## src/rtl/ram_bank_ctrl.sv

```systemverilog
`default_nettype none
// ============================================================================
// Module   : ram_bank_ctrl
// Purpose  : Routes port-bus accesses to NUM_BANKS RAM banks via a bank-select
//            register, and returns read data pipelined to the RAM read latency.
// Revision : 1.0
// ============================================================================
module ram_bank_ctrl #(
  parameter int                NUM_BANKS    = 4,
  parameter int                BANK_W       = 2,
  parameter int                DATA_W       = 8,
  parameter int                ADDR_W       = 8,
  parameter logic [ADDR_W-1:0] BANK_PORT_ID = 8'hFF,
  parameter int                RD_LAT       = 1
) (
  input  logic                        clk,
  input  logic                        rst_n,
  input  logic [ADDR_W-1:0]           port_id,
  input  logic [DATA_W-1:0]           out_port,
  input  logic                        write_strobe,
  input  logic                        read_strobe,
  output logic [NUM_BANKS-1:0]        bank_we,
  output logic [NUM_BANKS-1:0]        bank_re,
  input  logic [NUM_BANKS*DATA_W-1:0] bank_rdata,
  output logic [DATA_W-1:0]           in_port,
  output logic                        rd_valid,
  output logic [BANK_W-1:0]           bank_sel,
  output logic                        sel_err
);

  localparam logic [BANK_W:0] c_num_banks = NUM_BANKS[BANK_W:0];

  logic [BANK_W-1:0] r_bank_sel;
  logic              r_sel_err;
  logic [DATA_W-1:0] r_in_port;
  logic              r_rd_valid;

  // Read pipe: per stage a valid bit, a status flag, the captured bank and
  // the status word snapshot (used only for status reads).
  logic [RD_LAT-1:0] r_pv;
  logic [RD_LAT-1:0] r_pstat;
  logic [BANK_W-1:0] r_pbank   [RD_LAT];
  logic [DATA_W-1:0] r_pstatus [RD_LAT];

  logic              w_is_bank_port;
  logic              w_bank_wr;
  logic              w_data_wr;
  logic              w_data_rd;
  logic [BANK_W-1:0] w_sel_val;
  logic              w_sel_ok;
  logic [DATA_W-1:0] w_status;
  logic [DATA_W-1:0] w_rd_mux;
  logic [DATA_W-1:0] w_ret;

  assign w_is_bank_port = (port_id == BANK_PORT_ID);
  assign w_bank_wr      = write_strobe & w_is_bank_port;
  assign w_data_wr      = write_strobe & ~w_is_bank_port;
  assign w_data_rd      = read_strobe & ~w_is_bank_port;
  assign w_sel_val      = out_port[BANK_W-1:0];
  assign w_sel_ok       = (out_port[DATA_W-1:BANK_W] == '0) &&
                          ({1'b0, w_sel_val} < c_num_banks);

  always_comb begin
    w_status              = '0;
    w_status[DATA_W-1]    = r_sel_err;
    w_status[BANK_W-1:0]  = r_bank_sel;
  end

  // Enables are forced low while reset is asserted.
  always_comb begin
    bank_we = '0;
    bank_re = '0;
    for (int k = 0; k < NUM_BANKS; k++) begin
      bank_we[k] = rst_n & w_data_wr & (r_bank_sel == BANK_W'(k));
      bank_re[k] = rst_n & w_data_rd & (r_bank_sel == BANK_W'(k));
    end
  end

  always_comb begin
    w_rd_mux = '0;
    for (int k = 0; k < NUM_BANKS; k++) begin
      if (r_pbank[RD_LAT-1] == BANK_W'(k)) begin
        w_rd_mux = bank_rdata[k*DATA_W +: DATA_W];
      end
    end
  end

  assign w_ret = r_pstat[RD_LAT-1] ? r_pstatus[RD_LAT-1] : w_rd_mux;

  always_ff @(posedge clk or negedge rst_n) begin
    if (!rst_n) begin
      r_bank_sel <= '0;
      r_sel_err  <= 1'b0;
      r_in_port  <= '0;
      r_rd_valid <= 1'b0;
      r_pv       <= '0;
      r_pstat    <= '0;
      for (int i = 0; i < RD_LAT; i++) begin
        r_pbank[i]   <= '0;
        r_pstatus[i] <= '0;
      end
    end else begin
      if (w_bank_wr) begin
        if (w_sel_ok) begin
          r_bank_sel <= w_sel_val;
          r_sel_err  <= 1'b0;
        end else begin
          r_sel_err  <= 1'b1;
        end
      end

      r_pv[0]      <= read_strobe;
      r_pstat[0]   <= w_is_bank_port;
      r_pbank[0]   <= r_bank_sel;
      r_pstatus[0] <= w_status;
      for (int i = 1; i < RD_LAT; i++) begin
        r_pv[i]      <= r_pv[i-1];
        r_pstat[i]   <= r_pstat[i-1];
        r_pbank[i]   <= r_pbank[i-1];
        r_pstatus[i] <= r_pstatus[i-1];
      end

      r_rd_valid <= r_pv[RD_LAT-1];
      if (r_pv[RD_LAT-1]) begin
        r_in_port <= w_ret;
      end
    end
  end

  assign bank_sel = r_bank_sel;
  assign sel_err  = r_sel_err;
  assign in_port  = r_in_port;
  assign rd_valid = r_rd_valid;

endmodule
`default_nettype wire

```

## config.mk

```make
export PLATFORM = sky130hd
export DESIGN_NAME = ram_bank_ctrl
export DESIGN_NICKNAME = d
export VERILOG_FILES = /design/src/rtl/ram_bank_ctrl.sv
export SDC_FILE = /design/constraint.sdc
export NUM_CORES = 1
export LEC_CHECK = 0
export ABC_CLOCK_PERIOD_IN_PS = 2000
export CORE_ASPECT_RATIO = 1.4
export CORE_MARGIN = 1.5
export CORE_UTILIZATION = 33
export DETAILED_ROUTE_END_ITERATION = 7
export GPL_ROUTABILITY_DRIVEN = 0
export PLACE_DENSITY_LB_ADDON = 0.2
export SLEW_MARGIN = 20
export SYNTH_ARGS = -nofsm -noshare
export SYNTH_HDL_FRONTEND = slang
export SYNTH_SLANG_ARGS = --single-unit
export TNS_END_PERCENT = 1
```

## constraint.sdc

```tcl
create_clock -name clk -period 2 [get_ports clk]
set_input_delay 0.3 -clock clk [delete_from_list [all_inputs] [get_ports clk]]
set_output_delay 0.3 -clock clk [all_outputs]
set_load 0.02 [all_outputs]
```

Word-level counts from Yosys, hierarchy flattened
Cells that the tools add are included.
W data, S select, Z words.
{ "classes": {"multipliers": 0, "shift": 0, "div": 0, "n_eq_ne": 7, "n_addsub": 0, "bitwise": 14, "order_cmp": 0, "n_reduce_logical": 4, "mux": 6} }
{ "op_table": {"columns": ["operator", "count"], "rows": [
  ["$mux W8", 5],
  ["$and A1 B1 Y1", 13],
  ["$eq A2 B2 Y1 const B", 4],
  ["$eq A8 B8 Y1 const B", 1],
  ["$logic_not A6 Y1", 1],
  ["$eq A2 B1 Y1 const B", 2],
  ["$logic_not A2 Y1", 2],
  ["$reduce_and A2 Y1", 1],
  ["$mux W1", 1],
  ["$not A1 Y1", 1]
]} }
{ "word_totals": {"reg_bits": 19, "latch_bits": 0, "ramBits": 0, "inputBits": 52, "wordCells": 39, "rom_bits": 0, "memories": 0, "output_inout_bits": 20} }

Depth between registers and ports, before layout
{ "depth": {"word_depth": 6, "mapped_depth": 4, "ltp_nobuf": 3} }

Worst setup path after synthesis
Ideal clock, no wire load.
{ "synth_timing": {"path_type": "input-to-output", "from": "input port_id[7]", "to": "output bank_re[0]", "required_ns": 1.700, "path_stages": 3, "arrival_ns": 1.286, "path_slack_ns": 0.414, "path_buffers": 0, "cell_sequence": "nand4_1 > nor2_1 > nor4_1"} }
{ "synth_between": {"elab_chain_cells": 5} }
{ "synth_lines": {"columns": ["element", "line", "rtl"], "rows": [
  ["start, declared", "18", "input logic [ADDR_W-1:0] port_id,"],
  ["$eq A8 B8 Y1", "55", "assign w_is_bank_port = (port_id == BANK_PORT_ID);"],
  ["named net w_is_bank_port", "45", "logic w_is_bank_port;"],
  ["$not A1 Y1", "58", "assign w_data_rd = read_strobe & ~w_is_bank_port;"],
  ["$and A1 B1 Y1", "58", null],
  ["$and A1 B1 Y1 (2 in a row)", "75", "bank_re[k] = rst_n & w_data_rd & (r_bank_sel == BANK_W'(k));"],
  ["end, declared", "23", "output logic [NUM_BANKS-1:0] bank_re,"]
]} }
The timed path passes the listed nets, and every way through them passes these cells.

Final worst setup path
Same ends and word-level chain as after synthesis.

==> results.ini <==
[pwr]
swShare_pct = 24.0
leakagePower_nw = 0.737
clkPwrFrac_pct = 22.8
comb_power_share_pct = 28.5
power.density_mw_per_mm2 = 445
p_int_mw = 0.586
peakVddDrop_v = 0.000265
power.switching_mw = 0.185
pwr-share-seq_pct = 48.8

[drt]
post_drt_via_cell_ratio = 4.77
vias = 921
ant_nets = 0
wl_um = 2520
drtIter0Drc = 13
dr.pass1.iters = 2
drt_drc_violations_left = 0
wl_per_cell_um = 13.0

[global_route]
grt_pass1_wl_um = 3780
grt_pass1_vias = 940
grt.overflow.total = 0
grt_max_degree = 18
grt_usage_pct = 17.0
antenna_found_initial = 0

[sta]
rsz0062_at_grt = no
hold_ws_ns = 0.423
tightest_slew_ns = 0.508
fin_worst_skew_ns = 0.00115
finalCritPeriodShare_pct = 95.3
fmax_ghz = 0.525
hold_viol_final = 0
finalSetupViolations = 0
timing.max_slew.rel_slack_pct = 66.1
finalMaxSlewViolations = 0
finalCriticalPeriod_ns = 1.91
tns_ns = 0

[synth]
yosys_warnings = 0
synth_cells = 81
synth_top_family_by_area = multiplexers
avgSynthCellArea_um2 = 11.6
ys_seq_area_share_pct = 45.2
synth_xor_area_share_pct = 0
muxShareOfSynthArea_pct = 22.8
synth-seq-cells = 17
synth_fa_ha_area_share_pct = 0
ys_types = 26
syn-num-nets = 133
yosys.area_share.simple_pct = 17.4
synthesis.area_um2 = 942
synth-compound-area-share_pct = 8.90

[floorplanning]
core_mm2 = 0.00267
num_rows = 22
die_height_um = 66.2
die_area_mm2 = 0.00319
start_util_pct = 35.3
die_w_um = 48.2
ios = 72

[job]
maxCapViolCount = 0

[cells_and_area]
nFillCells = 226
nNetsFinal = 210
drive_gt1_share_pct = 13.4
antennaDiodeCount = 0
register_area_um2 = 425
syn_to_final_growth_pct = 84.1
multi_input_area_um2 = 465

[clocking]
cts_root_buffer = clkbuf_4
numCtsBuffers = 3
clk_latency_ns = 0.28
cts_buffer_depth = 2
clk_pin_slew_ns = 0.09
cts_sinks = 17
post_cts_buffers = 0
htree_levels = 1
cts_tree = yes

[setup_path]
crit_arrival_ns = 1.61
worst-path-max-fanout = 5
cp-end-kind = output pin
required_ns = 1.70
critical_path_class = in -> out
cp-start-kind = primary input

[placed_design]
io_buffers = 71
hpwl_um = 2140

[status]
outcome = complete, no violations

[worst_hold_path]
hold_path_class = reg -> reg

-- final timing paths --
check / slack, ns / cells past startpoint / endpoint / from
worst min-delay path: 0.42 / 0 / r_pstatus[7] / sel_err
max in group asynchronous: 1.34 / 2 / in_port[3] / rst_n
worst max-delay path: 0.09 / 5 / bank_re[0] / port_id[7]
worst max register to register: 0.41 / 3 / in_port[7] / r_pbank[0]
worst min register to register: 0.42 / 0 / r_pstatus[7] / sel_err
min in group asynchronous: 0.48 / 2 / r_pbank[0] / rst_n
-- per-stage QoR --
stage	cell area [um^2]	instances	util [%]	total power [mW]	setup WS (ns)
floorplan	942	81	-	0.448	0.414
global placement	1720	189	64.2	0.601	-0.209
detailed placement	1720	189	64.2	0.607	-0.213
CTS	1730	193	64.9	0.785	0.0825
global route	1730	193	64.9	0.819	0.0326
finish	1730	193	64.9	0.772	0.0938
-- critical path, stage by stage --
cell,delay [ns]
clkdlybuf4s50_1,0.40
nand4_1,0.15
nor2_2,0.09
nor4_1,0.29
dlygate4sd2_1,0.38
-- sequential cells by signal (all words and copies together), names as in the netlist --
name / cells
in_port: 8
bank_sel: 2
r_pstatus: 2
r_pbank: 1
r_pstat: 1
r_pv: 1
rd_valid: 1
sel_err: 1
-- cell type report --
cell class,instances,area share [%]
Multi-Input combinational cell,50,26.8
Sequential cell,17,24.5
Timing Repair Buffer,75,42.1
Tap cell,36,2.60
Inverter,11,2.38
Clock buffer,4,1.52
-- what timing repair did --
item                       4_1_cts  5_1_grt
resized for setup                9        1
setup endpoints to repair        8        2
cloned                           0        0
pin swaps                        0        0
hold buffers                     0        0
-- logic make-up (layout without fill, tap and decap cells) --
family          count (synthesis)  in the layout
simple gates                   25             25
buf+inv                        14             90
mux                            13             13
flops                          17             17
compound gates                 12             12
-- Yosys cell counts --
library cell  instances  area share [%]
nor2b_1               2             1.3
nor4_4                1             2.3
dfrtp_1              17              45
nor4_1                2             1.3
o22ai_1               5             3.3
inv_1                11             4.4
nand4_1               1            0.66
nor3_1                5             2.7
mux4_2                6              14
nand2_1               2            0.80
a21oi_1               1            0.53
o21ba_1               1             1.1
or4_4                 1             1.2
nor2_1                4             1.6
nand4_2               1             1.3
nand3b_1              2             1.6
clkbuf_1              2            0.80
nand2b_1              1            0.66
mux2_4                2             3.2
o21ai_0               1            0.53
mux2i_1               5             5.3
a31o_2                2             1.9
or3b_1                1            0.93
buf_2                 1            0.53
nand3_1               2             1.1
o21bai_1              2             1.6
-- layout by cell type (no fill, tap or decap), drive strengths merged --
cell type      Yosys  final
clkdlybuf4s50      0     63
dfrtp             17     17
inv               11     11
dlygate4sd2        0      8
mux4               6      6
nor3               5      5
o22ai              5      5
mux2i              5      5
buf                1      4
nor2               4      4
clkbuf             2      4
nor4               3      3
nand2              2      2
nand3              2      2
mux2               2      2
o21bai             2      2
nand3b             2      2
nor2b              2      2
a31o               2      2
nand4              2      2
o21ai              1      1
nand2b             1      1
or4                1      1
or3b               1      1
o21ba              1      1
a21oi              1      1
-- power groups by stage --
| stage | Sequential, mW | Combinational [mW] | Clock, mW |
|---|---|---|---|
| after floorplan | 0.402 | 0.0460 | 0 |
| after detailed placement | 0.383 | 0.223 | 0 |
| after global placement | 0.382 | 0.219 | 0 |
| final | 0.376 | 0.220 | 0.176 |
| after CTS | 0.377 | 0.223 | 0.186 |
| after global routing | 0.380 | 0.236 | 0.203 |
-- routing by layer --
| metal | GRT usage (%) | part of all wire [%] |
|---|---|---|
| met5 | 0 | 0 |
| met2 | 30.8 | 54 |
| met1 | 16.0 | 34 |
| met3 | 5.74 | 11 |
| met4 | 7.09 | 0.72 |
Power figures use the tool's default switching activity.
